[src/rtl/cache_top.sv]
// Two-way set-associative, write-allocate lookup cache: 4 sets, one 16-bit word per line.
// Lookup is combinational; fills come from a byte-swapped-address main-memory stand-in.
module cache_top (
    input  logic        clk,
    input  logic        rst,
    input  logic [15:0] add,
    input  logic [1:0]  ad,
    input  logic        we,
    output logic        hit,
    output logic [15:0] data_out,
    output logic        uu,
    output logic        v0,
    output logic        v1
);

    localparam int SETS   = 4;
    localparam int WAYS   = 2;
    localparam int TAG_W  = 10;
    localparam int DATA_W = 16;

    logic [WAYS-1:0]   r_valid [SETS];
    logic [TAG_W-1:0]  r_tag   [SETS][WAYS];
    logic [DATA_W-1:0] r_data  [SETS][WAYS];
    logic [SETS-1:0]   r_lru;

    logic [1:0]        w_idx;
    logic [TAG_W-1:0]  w_tag;
    logic              w_hit0;
    logic              w_hit1;
    logic              w_fill_way;
    logic [DATA_W-1:0] w_fill_data;

    assign w_idx       = add[5:4];
    assign w_tag       = add[15:6];
    assign w_fill_data = {add[7:0], add[15:8]};

    always_comb begin
        w_hit0   = r_valid[w_idx][0] && (r_tag[w_idx][0] == w_tag);
        w_hit1   = r_valid[w_idx][1] && (r_tag[w_idx][1] == w_tag);
        hit      = w_hit0 | w_hit1;
        data_out = '0;
        // Way 0 wins if both ways somehow hold the same tag.
        if (w_hit0) begin
            data_out = r_data[w_idx][0];
        end else if (w_hit1) begin
            data_out = r_data[w_idx][1];
        end
        uu = r_lru[w_idx];
        v0 = r_valid[w_idx][0];
        v1 = r_valid[w_idx][1];
    end

    always_comb begin
        case (ad)
            2'b01:   w_fill_way = 1'b0;
            2'b10:   w_fill_way = 1'b1;
            default: w_fill_way = r_lru[w_idx];
        endcase
    end

    always_ff @(posedge clk) begin
        if (rst) begin
            // NOTE: tag and data arrays are cleared too, since an all-zero image after reset is part of the contract.
            for (int s = 0; s < SETS; s++) begin
                r_valid[s] <= '0;
                for (int w = 0; w < WAYS; w++) begin
                    r_tag[s][w]  <= '0;
                    r_data[s][w] <= '0;
                end
            end
            r_lru <= '0;
        end else if (we) begin
            r_valid[w_idx][w_fill_way] <= 1'b1;
            r_tag[w_idx][w_fill_way]   <= w_tag;
            r_data[w_idx][w_fill_way]  <= w_fill_data;
            r_lru[w_idx]               <= ~w_fill_way;
        end
    end

endmodule

[config.mk]
export PLATFORM = sky130hd
export DESIGN_NAME = cache_top
export DESIGN_NICKNAME = d
export VERILOG_FILES = /design/src/rtl/cache_top.sv
export SDC_FILE = /design/constraint.sdc
export NUM_CORES = 1
export LEC_CHECK = 0
export ABC_CLOCK_PERIOD_IN_PS = 2660
export BUFFER_PORTS_ARGS = -buffer_cell sky130_fd_sc_hd__buf_4
export CAP_MARGIN = 20
export CORE_MARGIN = 2
export CORE_UTILIZATION = 30
export CTS_CLUSTER_SIZE = 30
export DETAILED_ROUTE_END_ITERATION = 7
export PLACE_DENSITY = 0.57
export SYNTH_ARGS = -nofsm -noshare
export SYNTH_HDL_FRONTEND = slang
export SYNTH_SLANG_ARGS = --single-unit
[constraint.sdc]
create_clock -name clk -period 2.66 [get_ports clk]
set_clock_uncertainty 0.1 [all_clocks]
set_input_delay 0.133 -clock clk [delete_from_list [all_inputs] [get_ports clk]]
set_output_delay 0.133 -clock clk [all_outputs]
set_load 0.03 [all_outputs]
# After elaboration in Yosys (flattened, before gate mapping)
# Memory sizes are Yosys's and may differ from the RTL's.
# Index checks and enable logic that the tools add are counted.
# Widths: inputs -> output; s select.
[totals] output_inout_bits=20 latchBits=0 regBits=4 n_memories=3 ramBits=216 mem_bits_ro=0 elab_cells=55
[mem_list] memory="r_data" words=4 width=32 read_ports=1 rd_ports_with_merged_regs=0 wr=4 line="23" source="logic [DATA_W-1:0] r_data [SETS][WAYS];"
[mem_list] memory="r_tag" words=4 width=20 read_ports=1 rd_ports_with_merged_regs=0 wr=4 line="22" source="logic [TAG_W-1:0] r_tag [SETS][WAYS];"
[mem_list] memory="r_valid" words=4 width=2 read_ports=1 rd_ports_with_merged_regs=0 wr=4 line="21" source="logic [WAYS-1:0] r_valid [SETS];"
[op_classes] shifts=0 eq_ne=4 n_mul=0 mux=30 order_cmp=6 reduce_logical=8 n_div=0 bitwise_logic=3 add_sub_neg=0
[op_table] cell="$mux 32" count=3
[op_table] cell="$mux 20" count=3
[op_table] cell="$mux 16" count=3
[op_table] cell="$reduce_or 32->1" count=1
[op_table] cell="$eq 10x10->1" count=2
[op_table] cell="$reduce_or 20->1" count=1
[op_table] cell="$demux 16 s1" count=1
[op_table] cell="$mux 2" count=6
[op_table] cell="$demux 10 s1" count=1
[op_table] cell="$mux 10" count=1
[op_table] cell="$mux 1" count=7
[op_table] cell="$logic_and 1x1->1" count=5
[op_table] cell="$bwmux 4" count=1
[op_table] cell="$lt 2x3->1 const B" count=1
[op_table] cell="$bmux 1 s2" count=1
[op_table] cell="$demux 1 s2" count=1
[op_table] cell="$eq 2x1->1 const B" count=1
[op_table] cell="$eq 2x2->1 const B" count=1
[op_table] cell="$ge 2x1->1 const B" count=1
[op_table] cell="$ge 2x2->1 const B" count=1
[op_table] cell="$lt 1x2->1 const B" count=1
[op_table] cell="$lt 2x1->1 const B" count=1
[op_table] cell="$not 1->2" count=1
[op_table] cell="$pmux 1 s2" count=1
[op_table] cell="other kinds (5)" count=5

# Longest topological paths before layout
[logic_depth] word_depth=11 mapped_depth=10 depth_no_buf=6

# Least setup slack after synthesis
# OpenSTA, ideal clock, no wires.
[synth_timing] path_kind="input to register" from="input add[5]" to="memory r_data[2][23] (netlist bit), enable pin" required_ns=2.168 arrival_time_ns=2.346 path_slack_ns=-0.178 setup_time_ns=0.392 cell_stages=5 n_path_buf=1 cell_sequence="buf_2 > mux4_2 > mux2i_1 > nand2_1 > o21bai_1"
[synth_lines] item="start, declared" line="6" source="input logic [15:0] add,"
[synth_lines] item="end, declared" line="23"

# Final worst setup path
[layout_timing] from="memory r_tag[2][1] (netlist bit)" to="output data_out[11]"
[layout_via] elab_chain_len=5
[layout_lines] item="start, declared" line="22"
[layout_lines] item="$mem_v2 4x20"
[layout_lines] item="$eq 10x10->1" line="39" source="w_hit1 = r_valid[w_idx][1] && (r_tag[w_idx][1] == w_tag);"
[layout_lines] item="$logic_and 1x1->1" line="39"
[layout_lines] item="$mux 16" line="45" source="end else if (w_hit1) begin"
[layout_lines] item="$mux 16" line="43" source="if (w_hit0) begin"
[layout_lines] item="end, declared" line="10" source="output logic [15:0] data_out,"
# Every way passes these cells.

==> flow_metrics.py <==
metrics = {
    "power_and_ir_drop": {
        "power.leakage_nw": 3.343,
        "power_density_mw_per_mm2": 613.0,
        "ir_drop_v": 0.0004523,
    },
    "synth": {
        "ys_seq_elements": 140,
        "synth-async-reset-ratio_pct": 0,
        "synth_area_leaders": "edfxtp_1, and2_1, mux4_2",
        "avgSynthCellArea_um2": 14.75,
        "yosysTopAreaCell": "edfxtp_1",
        "ys_types": 43,
        "synth_top_area_share_pct": 58.79,
        "yosysWarnings": 0,
        "synth-edff-count": 136,
        "syn_inst": 471,
        "synth-seq-area-share_pct": 59.94,
        "netlist_area_mm2": 0.006947,
        "synth_flop_cell": "edfxtp_1",
    },
    "critical_path": {
        "cp.required_ns": 2.43,
        "crit_cells": 7,
        "critPathMaxStageDelay_ns": 0.52,
        "r2r-end": "r_tag[2][7]$_DFFE_PP_",
        "rr_worst_depth": 5,
        "start_kind": "register",
        "cp-end-kind": "output port",
        "critPathBufInv": 2,
        "cpLargestDelayFamily": "multiplexers",
        "crit_fanout": 7,
        "r2r-start": "r_lru[3]$_SDFFE_PP0P_",
        "worstPathCellList": "mux4_2 -> xnor2_2 -> nand3_1 -> or3_4 -> bufbuf_16 -> o31ai_4 -> buf_6",
        "critPathLaunch": "r_tag[2][1]$_DFFE_PP_",
        "critPathArrivalTime_ns": 2.70,
        "cp-endpoint": "data_out[11]",
        "path_class": "register to output port",
        "crit_path_top_delay_cell": "mux4_2",
        "reg2reg_slack_ns": 0.44,
    },
    "grt": {
        "grt_pass1_vias": 4520,
        "grt-ovfl-total": 0,
        "grt.total_usage_pct": 15.28,
        "grt_antenna_before_repair": 0,
        "grt_pass1_wl_um": 26890,
        "grt_max_degree": 26,
    },
    "cells_and_area": {
        "diodes": 0,
        "final_nets": 582,
        "stdcell_count": 857,
        "fillerInstances": 2096,
        "layout_common_cells": "edfxtp_1, and2_1, buf_4, mux4_2",
        "final_common_cell": "edfxtp_1",
        "area_growth_syn_to_layout_pct": 27.97,
        "layout-drive-gt1-share_pct": 34.09,
    },
    "floorplanning": {
        "io_pins": 41,
        "num_rows": 55,
        "core_area_mm2": 0.02271,
        "dieArea_mm2": 0.02439,
        "die_h_um": 156.2,
        "start_util_pct": 30.59,
        "die_x_um": 156.2,
    },
    "timing": {
        "finalSetupViolations": 17,
        "slew_headroom_pct": 64.81,
        "post-route-min-period_ns": 2.934,
        "tns_ns": -3.651,
        "max_freq_mhz": 340.8,
        "finalHoldViolCount": 0,
        "rsz0062_at_grt": "yes",
        "worst_slack_ns": -0.2741,
        "min_period_over_period_pct": 110.3,
        "drv_slew": 0,
        "worstMarginPinSlew_ns": 0.5278,
    },
    "clock_network": {
        "clockBufferDepth": 2,
        "tritoncts": "done",
        "clkTransAtPathRegs_ns": 0.06,
        "numClockSinks": 140,
        "htreeDepth": 4,
        "cts_buffers": 17,
        "worstSkewPairLatency_ns": 0.42,
        "root_buffer": "clkbuf_16",
    },
    "route": {
        "drt-pass1-iter-count": 4,
        "routedWlPerCell_um": 20.44,
        "ant_nets": 0,
        "vias": 4250,
        "viasPerCell": 4.959,
        "drc_errors": 0,
        "drt_iter0_drc": 232,
        "wirelength_um": 17520,
    },
    "flow_run": {
        "drv_cap": 0,
    },
    "run_status": {
        "status": "finished, violations left",
        "violations": "setup timing",
    },
    "placed_design": {
        "place.gp.congestion": 0.7467,
        "place_inst": 806,
        "port_buffers": 40,
        "hpwl_um": 11330,
    },
    "worst_hold_path": {
        "hp-class": "input pin to register",
    },
}
[where the power goes]
group	internal, mW	switching [mW]
logic	0.261	0.329
clock network	1.37	0.920
registers	2.53	0.0304
total	4.17	1.28
[synthesized netlist by cell type (2+ instances only)]
master / number
inv_1: 2
nor3_1: 6
and2_1: 112
o21bai_1: 3
o31ai_2: 12
a21oi_1: 3
nand2_1: 22
xnor2_1: 7
nand4_1: 17
dfxtp_1: 4
mux2i_1: 5
nor2_1: 11
nor2b_1: 2
buf_6: 4
or2_2: 6
edfxtp_1: 136
mux4_1: 15
buf_12: 2
a41o_1: 4
mux2_2: 2
or3_1: 2
xor2_1: 13
o31ai_1: 3
clkbuf_1: 20
nand3_1: 3
o21ai_0: 2
mux4_2: 18
nor4_4: 2
buf_2: 9
buf_1: 5
nand2b_1: 7
[cell type report]
class	count	area [um2]	share of cell area [%]
flip-flops and latches	140	4164	46.84
multi-input cells	294	2759	31.03
repair buffers	105	1030	11.58
clock buffers	17	425.4	4.785
well taps	285	356.6	4.011
clock inverters	14	147.6	1.661
inverters	2	7.507	0.08445
[worst min-delay path by stage]
| stage | cells past startpoint | endpoint | from |
|---|---|---|---|
| final | 2 | r_tag[0][4]$_DFFE_PP_ | add[10] |
| after floorplan | 1 | r_data[0][10]$_SDFFCE_PP0P_ | add[2] |
| after CTS | 2 | r_tag[0][11]$_DFFE_PP_ | add[7] |
| after global placement | 2 | r_lru[0]$_SDFFE_PP0P_ | rst |
| after detailed placement | 2 | r_lru[1]$_SDFFE_PP0P_ | rst |
| after global routing | 2 | r_data[3][7]$_DFFE_PP_ | add[15] |
[worst reg2reg max path, cell delays in order (launching register included)]
cell and delay (ns):
dfxtp_1 0.31, mux4_2 0.51, mux2_2 0.32, nand2_1 0.11, nor2_1 0.06, or2_2 0.49
[logic make-up (layout without fill, tap and decap cells)]
family                   after synthesis  count (layout)  synth area share, %
buffers and inverters                 44             138                3.656
multiplexers                          40              40                12.55
other                                  1               8              0.05398
AND/OR/NAND/NOR                      194             194                16.77
AO/OA/AOI/OAI                         31              31                4.323
flip-flops                           140             140                59.94
XOR/XNOR                              20              20                2.522
adder cells (fa/ha/maj)                1               1               0.1801
[routing by layer]
metal | wire, um | track usage [%]
met5 | 0 | 0
met4 | 226 | 5.155
met1 | 7769 | 20.52
met2 | 8533 | 24.57
met3 | 987 | 3.389
[timing repair]
action	in CTS	in global routing
hold endpoints to repair	48	0
cloned	2	0
pin swaps	7	5
gates resized for setup	47	5
buffers inserted	5	4
hold buffers	9	0
endpoints found under the setup margin	17	17
[state kept, by name, indices dropped and copies added, names as in the netlist]
| register | cells |
|---|---|
| r_tag | 72 |
| r_data | 56 |
| r_valid | 8 |
| r_lru | 4 |
[through the flow]
| stage | setup WS (ns) | area [um2] | utilization, % | hold slack, ns | power, mW |
|---|---|---|---|---|---|
| 2_1_floorplan | -0.1540 | 7056 | - | 0.2312 | 2.929 |
| 3_3_place_gp | -0.05140 | 7916 | 34.86 | 0.3539 | 3.133 |
| 3_5_place_dp | -0.06058 | 7916 | 34.86 | 0.3579 | 3.146 |
| 4_1_cts | -0.2789 | 8851 | 38.98 | 0.008757 | 5.486 |
| 5_1_grt | -0.3537 | 8890 | 39.15 | 0.01245 | 5.644 |
| 6_report | -0.2741 | 8890 | 39.15 | 0.01105 | 5.450 |
(Power assumes the default switching activity.)
